$ cat config.mk
export PLATFORM = sky130hd
export DESIGN_NAME = conv3x3_psum_accum
export DESIGN_NICKNAME = d
export VERILOG_FILES = /design/src/rtl/conv_pkg.sv /design/src/rtl/psum_adder_tree.sv /design/src/rtl/conv3x3_psum_accum.sv
export SDC_FILE = /design/constraint.sdc
export NUM_CORES = 1
export LEC_CHECK = 0
export ABC_CLOCK_PERIOD_IN_PS = 14930
export CORE_MARGIN = 2
export CORE_UTILIZATION = 54
export CTS_BUF_LIST = sky130_fd_sc_hd__clkbuf_8
export CTS_CLUSTER_DIAMETER = 200
export DETAILED_ROUTE_END_ITERATION = 7
export PLACE_DENSITY = 0.9
export SLEW_MARGIN = 20
export SYNTH_ARGS = -nofsm -noshare
export SYNTH_HDL_FRONTEND = slang
export SYNTH_SLANG_ARGS = --single-unit
$ cat constraint.sdc
create_clock -name clk -period 14.93 [get_ports clk]
set_clock_uncertainty 0.05 [all_clocks]
set_input_delay 4.479 -clock clk [delete_from_list [all_inputs] [get_ports clk]]
set_output_delay 4.479 -clock clk [all_outputs]
set_load 0.03 [all_outputs]
$ cat src/rtl/conv_pkg.sv
// -----------------------------------------------------------------------------
// conv_pkg
// Shared constants and helpers for the 3x3 convolution partial-sum datapath.
//   PSUM_W  width of one signed PE product
//   NUM_PE  products per kernel beat (3x3)
//   TREE_W  width of the adder-tree result (cannot overflow for 9 lanes)
//   lane()         extracts signed product k from the packed psum bus
//   sat_to_width() clamps a wide signed value to a signed w-bit range
// -----------------------------------------------------------------------------
package conv_pkg;

    localparam int PSUM_W = 16;
    localparam int NUM_PE = 9;
    localparam int TREE_W = 20;
    localparam int GRP_W  = 18;
    localparam int BUS_W  = PSUM_W * NUM_PE;

    function automatic logic signed [PSUM_W-1:0] lane(input logic [BUS_W-1:0] bus,
                                                      input int k);
        return $signed(bus[PSUM_W*k +: PSUM_W]);
    endfunction

    // w must be in 2..63 so both limits are representable in 64 bits.
    function automatic logic signed [63:0] sat_to_width(input logic signed [63:0] v,
                                                        input int w);
        logic signed [63:0] hi;
        logic signed [63:0] lo;
        hi = (64'sd1 <<< (w - 1)) - 64'sd1;
        lo = -(64'sd1 <<< (w - 1));
        if (v > hi) begin
            return hi;
        end else if (v < lo) begin
            return lo;
        end
        return v;
    endfunction

endpackage

$ cat src/rtl/psum_adder_tree.sv
// -----------------------------------------------------------------------------
// psum_adder_tree
// Two-stage pipelined reduction of the nine signed products of one kernel beat.
// Stage 1 forms three 18-bit group sums, stage 2 the 20-bit total. The whole
// pipeline advances only while en is high; clr kills in-flight beats.
// Ports:
//   clk, nrst     clock, asynchronous active-low reset
//   clr           synchronous flush of the stage valids
//   en            pipeline advance enable (global stall when low)
//   in_valid      psum carries a beat (captured only when en is high)
//   psum[143:0]   nine 16-bit signed lanes, lane k = psum[16k+15:16k]
//   out_valid     out_sum carries a reduced beat
//   out_sum[19:0] signed sum of the nine lanes
// -----------------------------------------------------------------------------
module psum_adder_tree
    import conv_pkg::*;
(
    input  logic                     clk,
    input  logic                     nrst,
    input  logic                     clr,
    input  logic                     en,
    input  logic                     in_valid,
    input  logic [BUS_W-1:0]         psum,
    output logic                     out_valid,
    output logic signed [TREE_W-1:0] out_sum
);

    logic signed [GRP_W-1:0]  grp_p1 [3];
    logic                     vld_p1;
    logic signed [TREE_W-1:0] sum_p2;
    logic                     vld_p2;

    // Control: valids are reset and flushed; data registers only follow en.
    always_ff @(posedge clk or negedge nrst) begin
        if (!nrst) begin
            vld_p1 <= 1'b0;
            vld_p2 <= 1'b0;
        end else if (clr) begin
            vld_p1 <= 1'b0;
            vld_p2 <= 1'b0;
        end else if (en) begin
            vld_p1 <= in_valid;
            vld_p2 <= vld_p1;
        end
    end

    // p0 -> p1: three group sums of three lanes each
    always_ff @(posedge clk) begin
        if (en) begin
            for (int g = 0; g < 3; g++) begin
                grp_p1[g] <= GRP_W'(lane(psum, 3*g))
                           + GRP_W'(lane(psum, 3*g + 1))
                           + GRP_W'(lane(psum, 3*g + 2));
            end
        end
    end

    // p1 -> p2: total of the three group sums
    always_ff @(posedge clk) begin
        if (en) begin
            sum_p2 <= TREE_W'(grp_p1[0]) + TREE_W'(grp_p1[1]) + TREE_W'(grp_p1[2]);
        end
    end

    assign out_valid = vld_p2;
    assign out_sum   = sum_p2;

endmodule

$ cat src/rtl/conv3x3_psum_accum.sv
// -----------------------------------------------------------------------------
// conv3x3_psum_accum
// Accumulates adder-tree results of NUM_CH input channels into one output
// pixel and presents it on a valid/ready port. A pending pixel that is not
// accepted stalls the whole block (no internal FIFO).
// Build option: define PSUM_SAT_EN to saturate the accumulator on every add;
// otherwise the accumulator wraps modulo 2^ACC_W.
// Parameters: NUM_CH (>=1) channels per pixel, ACC_W (>=20, <=63) output width.
// Ports:
//   clk, nrst            clock, asynchronous active-low reset
//   clr                  synchronous flush of pipeline, counter and accumulator
//   psum_valid/ready     input beat handshake, psum_ready = !(out_valid && !out_ready)
//   psum[143:0]          nine 16-bit signed products
//   out_valid/ready      output pixel handshake
//   out_data[ACC_W-1:0]  signed accumulated pixel value
//   ch_cnt               channels already folded into the accumulator
// -----------------------------------------------------------------------------
module conv3x3_psum_accum
    import conv_pkg::*;
#(
    parameter int NUM_CH = 16,
    parameter int ACC_W  = 32
) (
    input  logic                      clk,
    input  logic                      nrst,
    input  logic                      clr,
    input  logic                      psum_valid,
    output logic                      psum_ready,
    input  logic [BUS_W-1:0]          psum,
    output logic                      out_valid,
    input  logic                      out_ready,
    output logic [ACC_W-1:0]          out_data,
    output logic [$clog2(NUM_CH):0]   ch_cnt
);

    localparam int CNT_W = $clog2(NUM_CH) + 1;

    logic                     en;
    logic                     tree_vld;
    logic signed [TREE_W-1:0] tree_sum;
    logic signed [ACC_W-1:0]  acc;
    logic signed [ACC_W-1:0]  acc_sum;
    logic                     last_ch;

    // A pending pixel nobody takes freezes every stage, including intake.
    assign en         = !(out_valid && !out_ready);
    assign psum_ready = en;

    psum_adder_tree u_tree (
        .clk       (clk),
        .nrst      (nrst),
        .clr       (clr),
        .en        (en),
        .in_valid  (psum_valid),
        .psum      (psum),
        .out_valid (tree_vld),
        .out_sum   (tree_sum)
    );

`ifdef PSUM_SAT_EN
    logic signed [63:0] wide_sum;
    logic signed [63:0] sat_sum;

    always_comb begin
        wide_sum = 64'(acc) + 64'(tree_sum);
        sat_sum  = sat_to_width(wide_sum, ACC_W);
        acc_sum  = sat_sum[ACC_W-1:0];
    end
`else
    always_comb begin
        acc_sum = acc + ACC_W'(tree_sum);
    end
`endif

    assign last_ch = (ch_cnt == CNT_W'(NUM_CH - 1));

    // p2 -> p3: channel accumulation and output register
    always_ff @(posedge clk or negedge nrst) begin
        if (!nrst) begin
            acc       <= '0;
            ch_cnt    <= '0;
            out_valid <= 1'b0;
            out_data  <= '0;
        end else if (clr) begin
            acc       <= '0;
            ch_cnt    <= '0;
            out_valid <= 1'b0;
        end else begin
            if (out_valid && out_ready) begin
                out_valid <= 1'b0;
            end
            // A completing pixel overrides the clear above (back-to-back reload).
            if (tree_vld && en) begin
                if (last_ch) begin
                    out_data  <= acc_sum;
                    out_valid <= 1'b1;
                    acc       <= '0;
                    ch_cnt    <= '0;
                end else begin
                    acc    <= acc_sum;
                    ch_cnt <= ch_cnt + CNT_W'(1);
                end
            end
        end
    end

endmodule
==> impl_metrics.json <==
{
  "status": "completed",
  "antenna_found_initial": 0,
  "port_buffers": 187,
  "cts_hold_buffers": 0,
  "syn_nets": 1326,
  "num_antenna_cells": 0,
  "rows": 51,
  "fp.coreArea_um2": 19600,
  "syn-mean-instance-area_um2": 10.8,
  "max_freq_mhz": 91.5,
  "ys_seq_elements": 146,
  "clk_path_buf_depth": 2,
  "final_cells": 1477,
  "first_global_vias": 8913,
  "finalHoldViolCount": 0,
  "dpl_cell_area_um2": 13000,
  "crit_type": "in2out",
  "p_leak_nw": 5.95,
  "report.power.total_mw": 2.36,
  "synthFlopType": "edfxtp_1",
  "die_area_um2": 21300,
  "synthArstFlopShare_pct": 49.3,
  "numCtsBuffers": 17,
  "syn_area_um2": 10900,
  "ys_seq_area_share_pct": 37.0,
  "worst_pin_slew_ps": 986,
  "insertion_delay_ps": 470,
  "setup_viol": 0,
  "final_antenna_net_count": 0,
  "place_congestion": 0.880,
  "wire_per_inst_um": 16.7,
  "final_util_pct": 68.7,
  "worstSetupStartpointType": "input port",
  "firstDrtPassIters": 5,
  "crit_path_end_kind": "output port",
  "synth_top_cell_area_share_pct": 20.5,
  "wirelength_um": 24600,
  "viasPerCell": 5.69,
  "cts_repair_resize_count": 0,
  "max_slew_margin_pct": 34.1,
  "fin_nets": 1517,
  "synth_enable_flop_cells": 74,
  "drive_above_1_share_pct": 6.02,
  "arrival_ps": 6400,
  "via_count": 8404,
  "cts_sinks": 146,
  "grt_pass1_wl_um": 41600,
  "hold_class": "reg2reg",
  "cts_max_level": 4,
  "dieWidth_um": 146,
  "rr_startpoint": "u_tree.grp_p1[0][1]$_DFFE_PN_",
  "yosysTopAreaCell": "edfxtp_1",
  "synthToLayoutAreaGrowth_pct": 23.8,
  "post-route-min-period_ps": 10930,
  "peakVddDrop_mv": 0.0980,
  "synthCells": 1008,
  "ctsRootBufferMaster": "clkbuf_8",
  "drtIter0Drc": 349,
  "yosys_warnings": 0,
  "initial_utilization_pct": 55.5,
  "fin_area_um2": 13500,
  "tns_ps": 0,
  "min_period_over_period_pct": 73.2,
  "place_inst": 1444,
  "ios": 188,
  "dieHeight_um": 146,
  "track_usage_pct": 24.1,
  "synth_cell_types": 62,
  "post_cts_buffers": 0,
  "drt_drc_violations_left": 0,
  "final_cell_mix": "clkdlybuf4s50_1 (186), ha_1 (98), nand2_1 (94)",
  "setup_ws_ps": 4000,
  "clk_pin_slew_ps": 70,
  "grt_setup_unrepaired": "false",
  "hold_slack_ps": 431,
  "worstPathRequired_ps": 10400,
  "overflow": 0,
  "netlist_top_cells_area": "edfxtp_1 (20%), dfrtp_1 (17%), fa_1 (13%), ha_1 (11%), xnor2_1 (5.2%)",
  "grt_max_degree": 83,
  "max_cap_violations": 0,
  "pwr_density_cell_nw_per_um2": 176,
  "path_max_fanout": 59,
  "dp_slack_ps": 3730,
  "startpoint": "out_ready",
  "dp.final_hpwl_um": 19800,
  "report.final.slew_viol_count": 0,
  "cts_tree": "yes",
  "min_from": "out_data[0]$_DFFE_PN0P_",
  "reg2reg_slack_ps": 11600,
  "layout.cells.most_common": "clkdlybuf4s50_1"
}
[logic make-up after synthesis]
kind of cell	synth area share [%]
compound gates	16.2
xor+xnor	6.77
fa+ha+maj	24.4
buf+inv	2.66
flops	37.0
mux	1.73
simple gates	11.2
[per-layer routing]
metal / up-vias / routed length (µm) / GRT usage, %
li1: 4036 / - / -
met1: 4011 / 9890 / 28.3
met2: 306 / 12800 / 43.7
met3: 51 / 1360 / 4.45
met4: 0 / 576 / 8.82
met5: - / 0 / 0
[worst max-delay path, cell delays in order]
cell and delay [ps]:
clkdlybuf4s50_1 460, nand2b_4 360, buf_16 310, clkdlybuf4s50_1 730
[state kept, by name, indices dropped and copies added, names as in the netlist]
signal,cells
u_tree.vld_p1,1
out_valid,1
u_tree.out_sum,20
out_data,32
u_tree.grp_p1,54
acc,32
u_tree.out_valid,1
ch_cnt,5
[report_power, final]
part / switching, mW / total (mW) / internal [mW] / leakage (nW)
clock: 0.151 / 0.297 / 0.146 / 0.179
sequential: 0.0652 / 0.683 / 0.618 / 1.78
combinational: 0.748 / 1.38 / 0.635 / 3.99
total: 0.964 / 2.36 / 1.40 / 5.95
[final timing paths]
check                                                    end  cells after the start
worst max-delay path                              psum_ready                      4
worst min-delay path                 out_data[0]$_DFFE_PN0P_                      2
worst max register to register  u_tree.out_sum[19]$_DFFE_PN_                     12
worst min register to register       out_data[0]$_DFFE_PN0P_                      2
max in group asynchronous           out_data[21]$_DFFE_PN0P_                      2
min in group asynchronous            out_data[4]$_DFFE_PN0P_                      2
[synthesized netlist by cell type (3+ instances only)]
cell type / n
ha_1: 98
nand2_1: 94
edfxtp_1: 74
dfrtp_1: 72
fa_1: 71
xnor2_1: 64
a21oi_1: 61
inv_1: 57
nor2_1: 57
o21ai_0: 34
a21o_1: 33
nor3_1: 29
a22o_1: 28
nand3_1: 22
xor2_1: 20
clkbuf_1: 18
and3_1: 14
mux2_2: 14
o21bai_1: 12
a31oi_1: 9
nand2b_1: 8
a211oi_1: 7
nand4_1: 7
nor2b_1: 7
o211ai_1: 7
or3_1: 7
a31o_2: 6
and2_1: 6
o21a_1: 6
nor3b_1: 5
o22ai_1: 5
o31ai_1: 5
a311oi_1: 4
o41ai_1: 4
a211o_1: 3
a21boi_0: 3
mux2i_1: 3
o221ai_1: 3
or2_2: 3
[layout make-up]
type | count | area (µm²)
Multi-Input combinational cell | 785 | 6580
Fill cell | 1419 | 6140
Sequential cell | 146 | 4020
Timing Repair Buffer | 192 | 1920
Tap cell | 265 | 332
Clock buffer | 17 | 234
Inverter | 57 | 214
Clock inverter | 15 | 143
(Power assumes the default switching activity.)
